[src/rtl/connect_four_pkg.sv]
// Shared Connect Four types: light colours, board size defaults and controller states.
package connect_four_pkg;

    localparam int unsigned DEFAULT_COLS = 7;
    localparam int unsigned DEFAULT_ROWS = 6;

    typedef enum logic [1:0] {
        OFF   = 2'b00,
        RED   = 2'b01,
        GREEN = 2'b10
    } light_t;

    typedef enum logic [2:0] {
        IDLE,
        CHECK,
        PLACE,
        SWAP,
        DONE
    } ctrl_state_t;

    function automatic light_t other_player(input light_t c);
        return (c == RED) ? GREEN : RED;
    endfunction

endpackage

[src/rtl/column_height_counter.sv]
// Saturating piece counter for one board column; full when it holds ROWS pieces.
module column_height_counter
    import connect_four_pkg::*;
#(
    parameter  int unsigned ROWS  = DEFAULT_ROWS,
    localparam int unsigned HGT_W = $clog2(ROWS + 1)
) (
    input  logic             clock,
    input  logic             reset,
    input  logic             inc,
    output logic [HGT_W-1:0] height,
    output logic             full
);

    logic [HGT_W-1:0] r_height;

    always_ff @(posedge clock) begin
        if (!reset) begin
            r_height <= '0;
        end else if (inc && !full) begin
            r_height <= r_height + HGT_W'(1);
        end
    end

    assign height = r_height;
    assign full   = (r_height == HGT_W'(ROWS));

endmodule

[src/rtl/drop_turn_controller.sv]
// Connect Four drop sequencer: resolves the landing row, strobes the light array
// once per legal drop and alternates the turn between red and green.
module drop_turn_controller
    import connect_four_pkg::*;
#(
    parameter  int unsigned COLS  = DEFAULT_COLS,
    parameter  int unsigned ROWS  = DEFAULT_ROWS,
    localparam int unsigned COL_W = $clog2(COLS),
    localparam int unsigned ROW_W = $clog2(ROWS),
    localparam int unsigned HGT_W = $clog2(ROWS + 1)
) (
    input  logic             clock,
    input  logic             reset,
    input  logic             drop_key,
    input  logic [COL_W-1:0] col_sel,
    input  logic             game_over,
    output logic             place_valid,
    output logic [COL_W-1:0] place_col,
    output logic [ROW_W-1:0] place_row,
    output logic [1:0]       place_color,
    output logic [1:0]       turn,
    output logic [COLS-1:0]  col_full,
    output logic             board_full,
    output logic             illegal,
    output logic             done
);

    ctrl_state_t      r_state;
    ctrl_state_t      w_state_next;
    logic [COL_W-1:0] r_col;
    light_t           r_turn;
    logic             r_place_valid;
    logic [COL_W-1:0] r_place_col;
    logic [ROW_W-1:0] r_place_row;
    light_t           r_place_color;
    logic             r_illegal;
    logic             r_done;

    logic [HGT_W-1:0] w_height [COLS];
    logic [COLS-1:0]  w_col_full;
    logic [COLS-1:0]  w_inc;
    logic             w_board_full;
    logic             w_col_ok;

    logic             w_place_valid_d;
    logic [COL_W-1:0] w_place_col_d;
    logic [ROW_W-1:0] w_place_row_d;
    light_t           w_place_color_d;
    logic             w_illegal_d;
    logic             w_done_d;
    light_t           w_turn_d;

    for (genvar c = 0; c < int'(COLS); c++) begin : g_col
        assign w_inc[c] = (r_state == PLACE) && (r_col == COL_W'(c));
        column_height_counter #(.ROWS(ROWS)) u_height (
            .clock  (clock),
            .reset  (reset),
            .inc    (w_inc[c]),
            .height (w_height[c]),
            .full   (w_col_full[c])
        );
    end

    assign w_board_full = &w_col_full;

    // Latched column is playable only if it exists on the board and still has room
    always_comb begin
        w_col_ok = 1'b0;
        if (32'(r_col) < COLS) begin
            w_col_ok = !w_col_full[r_col];
        end
    end

    always_ff @(posedge clock) begin
        if (!reset) begin
            r_state <= IDLE;
        end else begin
            r_state <= w_state_next;
        end
    end

    // The cycle after an illegal pulse is still treated as busy so retries keep a 3-cycle spacing
    always_comb begin
        w_state_next = r_state;
        case (r_state)
            IDLE:    if (drop_key && !r_illegal) w_state_next = CHECK;
            CHECK: begin
                if (game_over)     w_state_next = DONE;
                else if (!w_col_ok) w_state_next = IDLE;
                else               w_state_next = PLACE;
            end
            PLACE:   w_state_next = SWAP;
            SWAP:    w_state_next = (game_over || w_board_full) ? DONE : IDLE;
            DONE:    w_state_next = DONE;
            default: w_state_next = IDLE;
        endcase
    end

    always_comb begin
        w_place_valid_d = 1'b0;
        w_place_col_d   = '0;
        w_place_row_d   = '0;
        w_place_color_d = OFF;
        w_illegal_d     = 1'b0;
        w_done_d        = (w_state_next == DONE);
        w_turn_d        = r_turn;
        if (r_state == CHECK && w_state_next == PLACE) begin
            w_place_valid_d = 1'b1;
            w_place_col_d   = r_col;
            w_place_row_d   = ROW_W'(w_height[r_col]);
            w_place_color_d = r_turn;
        end
        if (r_state == CHECK && w_state_next == IDLE) begin
            w_illegal_d = 1'b1;
        end
        if (r_state == SWAP && w_state_next == IDLE) begin
            w_turn_d = other_player(r_turn);
        end
    end

    always_ff @(posedge clock) begin
        if (!reset) begin
            r_col         <= '0;
            r_turn        <= RED;
            r_place_valid <= 1'b0;
            r_place_col   <= '0;
            r_place_row   <= '0;
            r_place_color <= OFF;
            r_illegal     <= 1'b0;
            r_done        <= 1'b0;
        end else begin
            if (r_state == IDLE && w_state_next == CHECK) begin
                r_col <= col_sel;
            end
            r_turn        <= w_turn_d;
            r_place_valid <= w_place_valid_d;
            r_place_col   <= w_place_col_d;
            r_place_row   <= w_place_row_d;
            r_place_color <= w_place_color_d;
            r_illegal     <= w_illegal_d;
            r_done        <= w_done_d;
        end
    end

    assign place_valid = r_place_valid;
    assign place_col   = r_place_col;
    assign place_row   = r_place_row;
    assign place_color = r_place_color;
    assign turn        = r_turn;
    assign illegal     = r_illegal;
    assign done        = r_done;
    assign col_full    = w_col_full;
    assign board_full  = w_board_full;

endmodule
[config.mk]
export PLATFORM = sky130hd
export DESIGN_NAME = drop_turn_controller
export DESIGN_NICKNAME = d
export VERILOG_FILES = /design/src/rtl/connect_four_pkg.sv /design/src/rtl/column_height_counter.sv /design/src/rtl/drop_turn_controller.sv
export SDC_FILE = /design/constraint.sdc
export NUM_CORES = 1
export LEC_CHECK = 0
export CAP_MARGIN = 10
export CORE_MARGIN = 2
export CORE_UTILIZATION = 55
export CTS_BUF_LIST = sky130_fd_sc_hd__clkbuf_16
export CTS_CLUSTER_SIZE = 28
export DETAILED_ROUTE_END_ITERATION = 12
export GPL_TIMING_DRIVEN = 0
export PLACE_DENSITY = 0.78
export SLEW_MARGIN = 10
export SYNTH_ARGS = -nofsm -noshare
export SYNTH_HDL_FRONTEND = slang
export SYNTH_SLANG_ARGS = --single-unit
export TNS_END_PERCENT = 30
[constraint.sdc]
create_clock -name clock -period 2.15 [get_ports clock]
set_clock_uncertainty 0.15 [all_clocks]
set_input_delay 0.43 -clock clock [delete_from_list [all_inputs] [get_ports clock]]
set_output_delay 0.43 -clock clock [all_outputs]
set_load 0.01 [all_outputs]
==> impl_metrics.env, run 1 <==
export IMPL_root_buffer="clkbuf_16"
export IMPL_viasPerCell=5.41
export IMPL_final_antenna_net_count=0
export IMPL_post_dp_cell_area_um2=2500
export IMPL_violations="negative setup slack"
export IMPL_grt_first_pass_wirelength_mm=7.91
export IMPL_rsz0062_at_grt="true"
export IMPL_htreeDepth=2
export IMPL_hold_buffers=0
export IMPL_synth_edff_count=0
export IMPL_hpwl_mm=3.22
export IMPL_grt_max_degree=13
export IMPL_firstDrtPassIters=4
export IMPL_clk_pin_slew_worst_paths_ns=0.05
export IMPL_boundaryPins=28
export IMPL_avgSynthCellArea_um2=9.81
export IMPL_synth_seq_cells=40
export IMPL_cp_data_required_time_ns=1.57
export IMPL_grt_overflow=0
export IMPL_gp_congestion=0.852
export IMPL_yosysWarnings=0
export IMPL_synthCells=221
export IMPL_routed_wl_mm=4.61
export IMPL_min_path_type="reg -> reg"
export IMPL_drtIter0Drc=100
export IMPL_status="finished with violations"
export IMPL_rows=22
export IMPL_clk_latency_ns=0.28
export IMPL_drive_above_1_share_pct=23.3
export IMPL_synth_seq_area_share_pct=36.9
export IMPL_p_leak_nw=1.21
export IMPL_synth_area_um2=2170
export IMPL_port_buffers=27
export IMPL_diodes=0
export IMPL_maxCapViolations=0
export IMPL_worst_slack_ns=-0.0482
export IMPL_cts_made_buffers=5
export IMPL_antenna_found_initial=0
export IMPL_final_cell_area_um2=2730
export IMPL_yosys_top_cells_count="40 x dfxtp_1, 17 x and2_1, 16 x inv_1, 16 x nand2_1"
export IMPL_die_y_um=66.8
export IMPL_area_growth_pct=25.9
export IMPL_max_freq_mhz=455
export IMPL_cts_tree="yes"
export IMPL_yosysTopAreaCell="dfxtp_1"
export IMPL_clock_path_buffers=2
export IMPL_worst_endpoint_arrival_ns=1.62
export IMPL_synth_cell_types=42
export IMPL_criticalPathCategory="reg -> out"
export IMPL_synth_top_area_share_pct=36.9
export IMPL_synth_ff_type="dfxtp_1"
export IMPL_period_share_pct=102
export IMPL_peakVddDrop_v=0.000451
export IMPL_first_global_vias=1644
export IMPL_p_per_area_nw_per_um2=678
export IMPL_endpoint_kind="output port"
export IMPL_slew_viol_final=0
export IMPL_timing_hold_ws_ns=0.343
export IMPL_finalHoldViolations=0
export IMPL_grt_usage_pct=24.2
export IMPL_tightest_slew_ns=0.583
export IMPL_crit_fanout=3
export IMPL_via_count=1649
export IMPL_worstSetupStartpointType="flip-flop"
export IMPL_slew_headroom_pct=61.1
export IMPL_die_w_um=66.8
export IMPL_yosysMostFrequentCell="dfxtp_1"
export IMPL_wl_per_cell_um=15.1
export IMPL_drc=0
export IMPL_synth_nets=242
export IMPL_cts_num_sinks=40
export IMPL_initial_core_util_pct=58.4
export IMPL_synth_area_leaders="dfxtp_1 37%, ha_1 8.1%, xnor2_1 5.7%"
export IMPL_die_area_um2=4460
export IMPL_setup_violations=1
export IMPL_nets=278
export IMPL_synth_async_reset_ratio_pct=0
export IMPL_fin_crit_ns=2.20
export IMPL_fp_coreArea_um2=3720
[area by class of cell]
cell class	instances	area, µm²
tap	48	60.1
timing repair buffer	29	270
fill	288	987
inverter	16	60.1
multi-input combinational	149	1240
sequential	40	812
clock buffer	5	125
clock inverter	2	60.1
buffer	16	104
[worst paths after layout]
| path | from | endpoint | slack [ns] | cells after the start |
|---|---|---|---|---|
| setup reg to reg | g_col[6].u_height.height[0]$_SDFFE_PN0P_ | turn[1]$_SDFFE_PN0P_ | 0.21 | 8 |
| hold reg to reg | turn[0]$_SDFFE_PN1P_ | place_color[0]$_SDFF_PN0_ | 0.34 | 2 |
| hold / removal | turn[0]$_SDFFE_PN1P_ | place_color[0]$_SDFF_PN0_ | 0.34 | 2 |
| setup / recovery | g_col[3].u_height.height[0]$_SDFFE_PN0P_ | board_full | -0.05 | 5 |
[through the flow]
stage	setup TNS (ns)	total power (W)	instances	util, %	setup WS (ns)
finish	-0.0482	0.00185	305	73.4	-0.0482
detailed placement	-0.356	0.000927	296	67.2	-0.356
floorplan	0	0.000881	221	-	0.418
global placement	-0.322	0.000924	296	67.2	-0.322
CTS	-0.186	0.00186	305	73.3	-0.0783
global route	-0.141	0.00192	305	73.4	-0.141
[power breakdown]
group          leakage, nW  switching [W]  internal, W
Sequential           0.328      0.0000148     0.000756
Clock               0.0899       0.000279     0.000658
Combinational        0.793      0.0000786    0.0000643
[registers in the layout, summed over array words and instances, names as in the netlist]
signal / cells
r_state: 3
place_color: 2
place_col: 3
illegal: 1
done: 1
turn: 2
g_col.u_height.height: 21
r_col: 3
place_valid: 1
place_row: 3
[timing repair]
| item | CTS | global route |
|---|---|---|
| setup endpoints to repair | 8 | 4 |
| gates resized for setup | 26 | 6 |
| gates cloned | 0 | 0 |
| setup buffers | 2 | 0 |
| pin swaps | 1 | 1 |
| hold endpoints to repair | 0 | 0 |
[critical path, stage by stage (launching register included)]
cell and delay, ns:
dfxtp_2 0.33, inv_1 0.09, ha_2 0.21, nand4_1 0.15
nor4_4 0.36, buf_2 0.20
[placed cells by master, fill, tap and decap left out, drive strengths merged, types with 7 or more instances in the layout]
master         netlist  layout
dfxtp               40      40
clkdlybuf4s50        0      19
buf                 12      19
and2                17      17
nand2               16      16
inv                 16      16
xnor2               14      14
ha                  14      14
nand4               10      10
nor2                 9       9
clkbuf               4       9
mux2i                7       7
nor2b                7       7
[layer usage]
metal | part of all wire, % | track usage [%] | up-vias | wire (µm)
met5 | 0 | 0 | - | 0
met4 | 2.3 | 9.69 | 0 | 108
met3 | 5.0 | 7.09 | 11 | 230
met2 | 47 | 38.8 | 37 | 2150
met1 | 46 | 30.5 | 769 | 2130
li1 | - | - | 832 | -
[logic make-up after synthesis]
logic type,count (synthesis),synth area share [%]
and+or+nand+nor,86,24.2
DFF,40,36.9
buffers and inverters,32,7.56
AOI/OAI and AO/OA,25,11.2
xor gates and xnor gates,14,5.66
adders and majority gates,14,8.08
muxes,10,6.35
(Power assumes the default switching activity.)
==> run 2, diff against run 1 <==
Settings changed: CAP_MARGIN 10 to 20, CTS_BUF_LIST sky130_fd_sc_hd__clkbuf_16 to sky130_fd_sc_hd__clkbuf_4 sky130_fd_sc_hd__clkbuf_8 sky130_fd_sc_hd__clkbuf_16.
Clock period 2.15 ns to 2.05 ns, I/O delays scaled along.
==> run 2 against run 1 <==
Net effect: the run still ends with negative setup slack left; critical path depth stayed put; cell count unchanged; flip-flop and latch count unchanged; power shrank 7.9%; global-route usage fell by 1.1 points; core utilization fell by 0.98 points; sequential share of layout area increased by 0.49 points; via count rose by 0.18%; largest cell class unchanged; largest power group is now registers.
==> impl_metrics.env, run 2 (synthesis results as in run 1) <==
export IMPL_status="finished with violations"
export IMPL_violations="negative setup slack"
export IMPL_firstDrtPassIters=4
export IMPL_root_buffer="clkbuf_8"
export IMPL_r2r_slack_ns=0.14
export IMPL_seqPwrFrac_pct=47.3
export IMPL_grt_max_degree=13
export IMPL_viasPerCell=5.42
export IMPL_clkPwrFrac_pct=43.9
export IMPL_die_w_um=66.8
export IMPL_drtIter0Drc=89
export IMPL_routed_wl_mm=4.49
export IMPL_crit_start="g_col[1].u_height.height[0]$_SDFFE_PN0P_"
export IMPL_peakVddDrop_v=0.000409
export IMPL_reg2reg_from="g_col[1].u_height.height[0]$_SDFFE_PN0P_"
export IMPL_endpoint_kind="output port"
export IMPL_clk_latency_ns=0.29
export IMPL_p_per_area_nw_per_um2=633
export IMPL_finalHoldViolations=0
export IMPL_min_path_type="reg -> reg"
export IMPL_worstSetupStartpointType="flip-flop"
export IMPL_grt_overflow=0
export IMPL_clk_pin_slew_worst_paths_ns=0.07
export IMPL_worst_slack_ns=-0.111
export IMPL_timing_hold_ws_ns=0.344
export IMPL_setup_violations=1
export IMPL_criticalPathCategory="reg -> out"
export IMPL_cp_data_required_time_ns=1.49
export IMPL_cts_tree="yes"
export IMPL_diodes=0
export IMPL_layoutNonFillerInstCount=305
export IMPL_via_count=1652
export IMPL_p_switching_w=0.000366
export IMPL_boundaryPins=28
export IMPL_largest_reg_flops=21
export IMPL_port_buffers=27
export IMPL_mostFrequentLayoutCells="29 x dfxtp_1, 19 x clkdlybuf4s50_1, 17 x and2_1, 16 x buf_4, 14 x xnor2_1"
export IMPL_crit_fanout=4
export IMPL_final_antenna_net_count=0
export IMPL_post_dp_cell_area_um2=2500
export IMPL_ff2ff_path_depth=8
export IMPL_grt_first_pass_wirelength_mm=7.60
export IMPL_rows=22
export IMPL_clock_path_buffers=2
export IMPL_power_internal_w=0.00134
export IMPL_p_leak_nw=1.19
export IMPL_die_area_um2=4460
export IMPL_drc=0
export IMPL_htreeDepth=2
export IMPL_hold_start="turn[0]$_SDFFE_PN1P_"
export IMPL_period_share_pct=105
export IMPL_grt_usage_pct=23.1
export IMPL_initial_core_util_pct=58.4
export IMPL_cts_made_buffers=5
export IMPL_worst_endpoint_arrival_ns=1.60
export IMPL_p_sw_share_pct=21.5
export IMPL_max_freq_mhz=463
export IMPL_final_cell_area_um2=2690
export IMPL_slew_viol_final=0
export IMPL_rr_endpoint="turn[1]$_SDFFE_PN0P_"
export IMPL_tightest_slew_ns=0.560
export IMPL_holdPathEnd="place_color[0]$_SDFF_PN0_"
export IMPL_hpwl_mm=3.22
export IMPL_rsz0062_at_grt="true"
export IMPL_fin_crit_ns=2.16
export IMPL_gp_congestion=0.852
export IMPL_antenna_found_initial=0
export IMPL_nets=278
export IMPL_slew_headroom_pct=62.7
export IMPL_maxCapViolations=0
export IMPL_comb_power_share_pct=8.8
export IMPL_cts_num_sinks=40
export IMPL_fp_coreArea_um2=3720
export IMPL_wl_per_cell_um=14.7
export IMPL_die_y_um=66.8
export IMPL_first_global_vias=1594
export IMPL_final_common_cell="dfxtp_1"
export IMPL_area_growth_pct=24.2
export IMPL_whs_path_depth=2
export IMPL_drive_above_1_share_pct=25.7
export IMPL_place_inst=296
## run 2: cell types whose count changed in the layout (fill, tap and decap cells not counted), moves of 2 or more
cell       previous run  this run
dfxtp_1              31        29
dfxtp_2               9        11
clkbuf_8              0         5
clkbuf_16             5         0
## run 2: layout make-up
| type | instances | area (µm²) |
|---|---|---|
| fill | 306 | 1020 |
| multi-input combinational | 149 | 1260 |
| buffer | 16 | 104 |
| timing repair buffer | 29 | 269 |
| sequential | 40 | 815 |
| clock buffer | 5 | 68.8 |
| tap | 48 | 60.1 |
| inverter | 16 | 60.1 |
| clock inverter | 2 | 60.1 |
## run 2: per-layer routing
metal	global-route usage, %	vias to the layer above	part of all wire [%]
met4	9.44	0	1.9
met5	0	-	0
met1	30.8	769	45
met2	36.4	41	48
met3	4.56	7	5.7
li1	-	835	-
## run 2: power groups by stage
stage / clock (W) / sequential (W) / combinational [W]
4_1_cts: 0.000758 / 0.000806 / 0.000149
3_3_place_gp: 0 / 0.000823 / 0.000146
6_report: 0.000748 / 0.000806 / 0.000151
2_1_floorplan: 0 / 0.000822 / 0.000101
3_5_place_dp: 0 / 0.000824 / 0.000148
5_1_grt: 0.000800 / 0.000809 / 0.000168
## run 2: worst max path at each step
| stage | end | cells past startpoint |
|---|---|---|
| final | board_full | 5 |
| after detailed placement | board_full | 5 |
| after global placement | board_full | 5 |
| after CTS | col_full[0] | 6 |
| after global routing | board_full | 5 |
| after floorplan | turn[1]$_SDFFE_PN0P_ | 6 |
## run 2: timing repair
item                       CTS  global route
setup buffers                2             0
pin swaps                    1             1
gates resized for setup     33             8
setup endpoints to repair    8             6
hold buffers                 0             0
## run 2: through the flow
stage | setup WS [ns] | power, W | utilization (%) | TNS [ns]
floorplan | 0.318 | 0.000923 | - | 0
global placement | -0.402 | 0.000969 | 67.2 | -0.408
detailed placement | -0.436 | 0.000972 | 67.2 | -0.453
CTS | -0.185 | 0.00171 | 71.9 | -0.286
global route | -0.202 | 0.00178 | 72.5 | -0.202
finish | -0.111 | 0.00170 | 72.5 | -0.111
## run 2: critical path: stages (launching register included)
cell     delay (ns)
dfxtp_2        0.35
inv_1          0.07
ha_2           0.21
nand4_1        0.15
nor4_4         0.35
buf_2          0.19
==> run 3, diff against run 2 <==
Settings changed: CORE_UTILIZATION 55 to 59, PLACE_DENSITY 0.78 to 0.83.
Clock period 2.05 ns to 2.8 ns, I/O delays scaled along.
==> run 3 against run 2 <==
Net effect: the flow now finishes without violations; sequential power shrank 27%; sequential share of layout area grew 0.42 points; clock power shrank 44%; core utilization is essentially flat; power shrank 34%; first-iteration DRC count grew 16%; worst hold slack gained 0.00078 ns; wire length shrank 3.6%.
==> impl_metrics.env, run 3 (synthesis results as in run 1) <==
export IMPL_status="finished, final reports clean"
export IMPL_clk_pin_slew_worst_paths_ns=0.08
export IMPL_drive_above_1_share_pct=14.0
export IMPL_p_sw_share_pct=25.9
export IMPL_viasPerCell=5.41
export IMPL_r2r_slack_ns=0.80
export IMPL_hold_buffers=0
export IMPL_clkPwrFrac_pct=37.5
export IMPL_endpoint_kind="output port"
export IMPL_slew_viol_final=0
export IMPL_mostFrequentLayoutCells="40 x dfxtp_1, 26 x clkdlybuf4s50_1, 17 x and2_1, 16 x inv_1, 16 x nand2_1"
export IMPL_cts_num_sinks=40
export IMPL_final_common_cell="dfxtp_1"
export IMPL_cts_made_buffers=5
export IMPL_comb_power_share_pct=9.7
export IMPL_die_y_um=64.6
export IMPL_fin_crit_ns=2.54
export IMPL_setup_violations=0
export IMPL_cts_tree="yes"
export IMPL_worst_endpoint_arrival_ns=1.83
export IMPL_area_growth_pct=20.4
export IMPL_clk_latency_ns=0.30
export IMPL_worstSetupStartpointType="flip-flop"
export IMPL_initial_core_util_pct=60.1
export IMPL_gp_congestion=0.812
export IMPL_reg2reg_from="g_col[0].u_height.height[0]$_SDFFE_PN0P_"
export IMPL_clock_path_buffers=2
export IMPL_via_count=1651
export IMPL_grt_overflow=0
export IMPL_root_buffer="clkbuf_8"
export IMPL_htreeDepth=2
export IMPL_p_switching_w=0.000289
export IMPL_num_fill_cells=268
export IMPL_fp_coreArea_um2=3610
export IMPL_finalHoldViolations=0
export IMPL_drtIter0Drc=103
export IMPL_first_global_vias=1518
export IMPL_diodes=0
export IMPL_die_area_um2=4180
export IMPL_rsz0062_at_grt="false"
export IMPL_slew_headroom_pct=60.8
export IMPL_routed_wl_mm=4.33
export IMPL_grt_usage_pct=22.6
export IMPL_grt_max_degree=14
export IMPL_wl_per_cell_um=14.2
export IMPL_peakVddDrop_v=0.000293
export IMPL_port_buffers=27
export IMPL_p_leak_nw=1.13
export IMPL_criticalPathCategory="reg -> out"
export IMPL_holdPathEnd="place_color[0]$_SDFF_PN0_"
export IMPL_largest_reg_flops=21
export IMPL_antenna_found_initial=0
export IMPL_ff2ff_path_depth=7
export IMPL_max_freq_mhz=394
export IMPL_min_path_type="reg -> reg"
export IMPL_hold_start="turn[0]$_SDFFE_PN1P_"
export IMPL_boundaryPins=28
export IMPL_period_share_pct=90.5
export IMPL_maxCapViolations=0
export IMPL_p_total_w=0.00112
export IMPL_die_w_um=64.6
export IMPL_firstDrtPassIters=4
export IMPL_final_antenna_net_count=0
export IMPL_tightest_slew_ns=0.588
export IMPL_power_internal_w=0.000828
export IMPL_cp_data_required_time_ns=2.09
export IMPL_rows=22
export IMPL_whs_path_depth=2
export IMPL_p_per_area_nw_per_um2=428
export IMPL_drc=0
export IMPL_nets=277
export IMPL_rr_endpoint="place_row[1]$_SDFF_PN0_"
export IMPL_crit_fanout=3
export IMPL_hpwl_mm=3.15
export IMPL_seqPwrFrac_pct=52.8
export IMPL_totalNegativeSetupSlack_ns=0
export IMPL_grt_first_pass_wirelength_mm=7.02
-- run 3: cell types whose count changed in the layout (fill, tap and decap cells not counted), sizes merged --
cell / previous run / this run
bufinv: 2 / 0
clkinvlp: 0 / 2
clkdlybuf4s50: 19 / 26
buf: 20 / 13
dlymetal6s2s: 1 / 0
clkbuf: 9 / 10
-- run 3: how the worst max path moves through the flow --
stage | cells past startpoint | startpoint | slack (ns) | end
after floorplan | 4 | g_col[3].u_height.height[0]$_SDFFE_PN0P_ | 0.98 | board_full
after global placement | 5 | g_col[3].u_height.height[0]$_SDFFE_PN0P_ | 0.22 | board_full
after detailed placement | 5 | g_col[3].u_height.height[0]$_SDFFE_PN0P_ | 0.23 | board_full
after CTS | 5 | g_col[5].u_height.height[0]$_SDFFE_PN0P_ | 0.27 | board_full
after global routing | 5 | g_col[5].u_height.height[0]$_SDFFE_PN0P_ | 0.18 | board_full
final | 5 | g_col[5].u_height.height[0]$_SDFFE_PN0P_ | 0.26 | board_full
-- run 3: cell type report --
class / instances / area [µm²] / share of cell area (%)
multi-input combinational: 149 / 1210 / 46.4
sequential: 40 / 801 / 30.7
buffer: 16 / 104 / 3.98
inverter: 16 / 60.1 / 2.30
timing repair buffer: 28 / 277 / 10.6
clock inverter: 2 / 15.0 / 0.575
clock buffer: 6 / 82.6 / 3.16
tap: 48 / 60.1 / 2.30
-- run 3: stage by stage --
| step | util (%) | hold WS [ns] | worst slack (ns) | instances | area (µm²) |
|---|---|---|---|---|---|
| after detailed placement | 69.3 | 0.330 | 0.228 | 296 | 2500 |
| final | 72.4 | 0.344 | 0.265 | 305 | 2610 |
| after CTS | 72.4 | 0.342 | 0.274 | 305 | 2610 |
| after floorplan | - | 0.345 | 0.979 | 221 | 2170 |
| after global routing | 72.4 | 0.379 | 0.183 | 305 | 2610 |
| after global placement | 69.3 | 0.326 | 0.224 | 296 | 2500 |
-- run 3: power by group through the flow --
stage	registers, W	clock network, W	logic (W)
after floorplan	0.000602	0	0.0000741
after global placement	0.000603	0	0.000107
after detailed placement	0.000603	0	0.000108
after CTS	0.000590	0.000417	0.000108
after global routing	0.000591	0.000448	0.000118
final	0.000590	0.000418	0.000108
-- run 3: layer usage --
| layer | vias up | track usage [%] | part of all wire, % |
|---|---|---|---|
| li1 | 828 | - | - |
| met1 | 777 | 29.9 | 46 |
| met2 | 37 | 33.5 | 48 |
| met3 | 9 | 7.29 | 4.1 |
| met4 | 0 | 10.4 | 2.0 |
| met5 | - | 0 | 0 |
-- run 3: what timing repair did --
action,4_1_cts,5_1_grt
buffers inserted,1,0
hold endpoints to repair,0,0
resized for setup,2,0
setup endpoints to repair,1,0
-- run 3: worst max-delay path, cell delays in order, from the launching register on --
cell and delay (ns):
dfxtp_1 0.34, inv_1 0.09, ha_1 0.25, nand4_1 0.19, nor4_4 0.34, dlygate4sd2_1 0.31
==> variant (config.mk and constraints of run 1) <==
Change the package constant `DEFAULT_COLS` from 7 to 9.
--- a/src/rtl/connect_four_pkg.sv
+++ b/src/rtl/connect_four_pkg.sv
@@ -1,7 +1,7 @@
 // Shared Connect Four types: light colours, board size defaults and controller states.
 package connect_four_pkg;
 
-    localparam int unsigned DEFAULT_COLS = 7;
+    localparam int unsigned DEFAULT_COLS = 9;
     localparam int unsigned DEFAULT_ROWS = 6;
 
     typedef enum logic [1:0] {
Interface: changed (resized col_full, col_sel and place_col); port bits go from 28 to 32. No check against the original RTL was run, so the function may have changed too.
==> variant against run 1 <==
The run still ends with negative setup slack left. Sequential share of layout area up 0.44 points. Final area increased by 18%. Sequential cell count rose by 8. Setup slack got worse by 35 ps. Combinational power increased by 25%. Non-clock buffer count rose by 7. Total power is 8.4% higher. Wire length rose by 21%. Synthesized area increased by 20%. Critical path type unchanged. Largest cell class unchanged.
==> variant: results (changes against run 1) <==
grt met1 use 29.5% (-1.0 points); placed cells 347 (+17%); Layout Cells excl Fill 358 (+17%); port bufs 31 (+15%); first-pass GRT wire length 9180 um (+16%); Mapped Nets 288 (+19%); register area share after synthesis 36.9% (-0.060 points); data arrival time of the worst path 1650 ps (+30 ps); met2 Usage GRT 38.4% (-0.37 points); Routability Congestion 0.814 (-4.4%); cells taking the most area after synthesis dfxtp_1 (37%), ha_1 (8.6%), mux4_2 (6.0%); violated checks negative setup slack; DR vias/cell 5.46 (+0.95%); status finished, violations left; fin nets 329 (+18%); Rel. slew slack 61.2% (about the same); Mapped Avg Cell Area 9.95 um2 (+1.4%); Largest register FFs 27 (+29%); largest net degree at the start of global routing 17 (+4); final wirelength 5590 um (+21%); TNS Setup -83.4 ps (-35.2 ps); leakage power 1.39 nW (+15%); Cell variety after synth 40 (-4.8%); top cells by count, synth dfxtp_1 (48), nand2_1 (29), and2_1 (25); Filler cells 365 (+27%); DP Wirelength 3970 um (+23%); Num CTS Buffers 5 (unchanged); drt first-iter violations 148 (+48%); met3 Usage GRT 3.31% (-3.8 points); fraction of layout cells with a size suffix above 1 26.0% (+2.6 points); Final WS setup -83.4 ps (-35.2 ps); final setup fails 1 (unchanged); Overall Global Routing Usage 22.8% (-1.4 points)
-- variant: path summary, 6_finish.rpt --
path	depth (start not counted)	endpoint	start	slack, ps
max	6	board_full	g_col[3].u_height.height[0]$_SDFFE_PN0P_	-80
min	2	place_row[0]$_SDFF_PN0_	g_col[8].u_height.height[0]$_SDFFE_PN0P_	350
min reg2reg	2	place_row[0]$_SDFF_PN0_	g_col[8].u_height.height[0]$_SDFFE_PN0P_	350
max reg2reg	8	place_row[2]$_SDFF_PN0_	g_col[7].u_height.height[0]$_SDFFE_PN0P_	30
-- variant: cells by family after synthesis --
| group | synth area share (%) |
|---|---|
| simple gates | 24.8 |
| flops | 36.9 |
| buf+inv | 6.96 |
| compound gates | 9.07 |
| xor+xnor | 6.05 |
| fa+ha+maj | 8.64 |
| mux | 7.59 |
-- variant: final cells by class --
class	count	area, um2	share of cell area [%]
repair buffers	34	323	9.99
inverters	18	67.6	2.09
clock inverters	3	46.3	1.43
well taps	54	67.6	2.09
flip-flops and latches	48	976	30.2
clock buffers	5	125	3.87
multi-input cells	178	1510	46.8
plain buffers	18	114	3.52
-- variant: where the power goes --
part           switching, mW  total [mW]  internal [mW]
clock                  0.347       0.900          0.553
sequential            0.0204       0.926          0.906
combinational          0.102       0.179         0.0762
total                  0.470        2.01           1.53
-- variant: timing repair --
item                       in CTS  in global routing
setup buffers                   1                  2
pin swaps                       2                  5
gates resized for setup        27                 21
setup endpoints to repair      12                 14
-- variant: layer usage --
layer,part of all wire [%],up-vias
li1,-,967
met1,45,916
met2,48,63
met3,6.0,8
met4,1.3,0
met5,0,-
-- variant: critical path, stage by stage (launching register included) --
cell     delay, ps
dfxtp_2        340
inv_2           90
ha_4           150
nand4_1        140
nor4_2         270
and4_4         280
buf_6          100
-- variant: stage by stage --
stage	hold slack [ps]	instance area [um2]	utilization [%]
finish	348	3230	69.8
global route	365	3230	69.8
CTS	344	3170	68.5
global placement	336	2980	64.5
detailed placement	343	2980	64.5
floorplan	308	2610	-
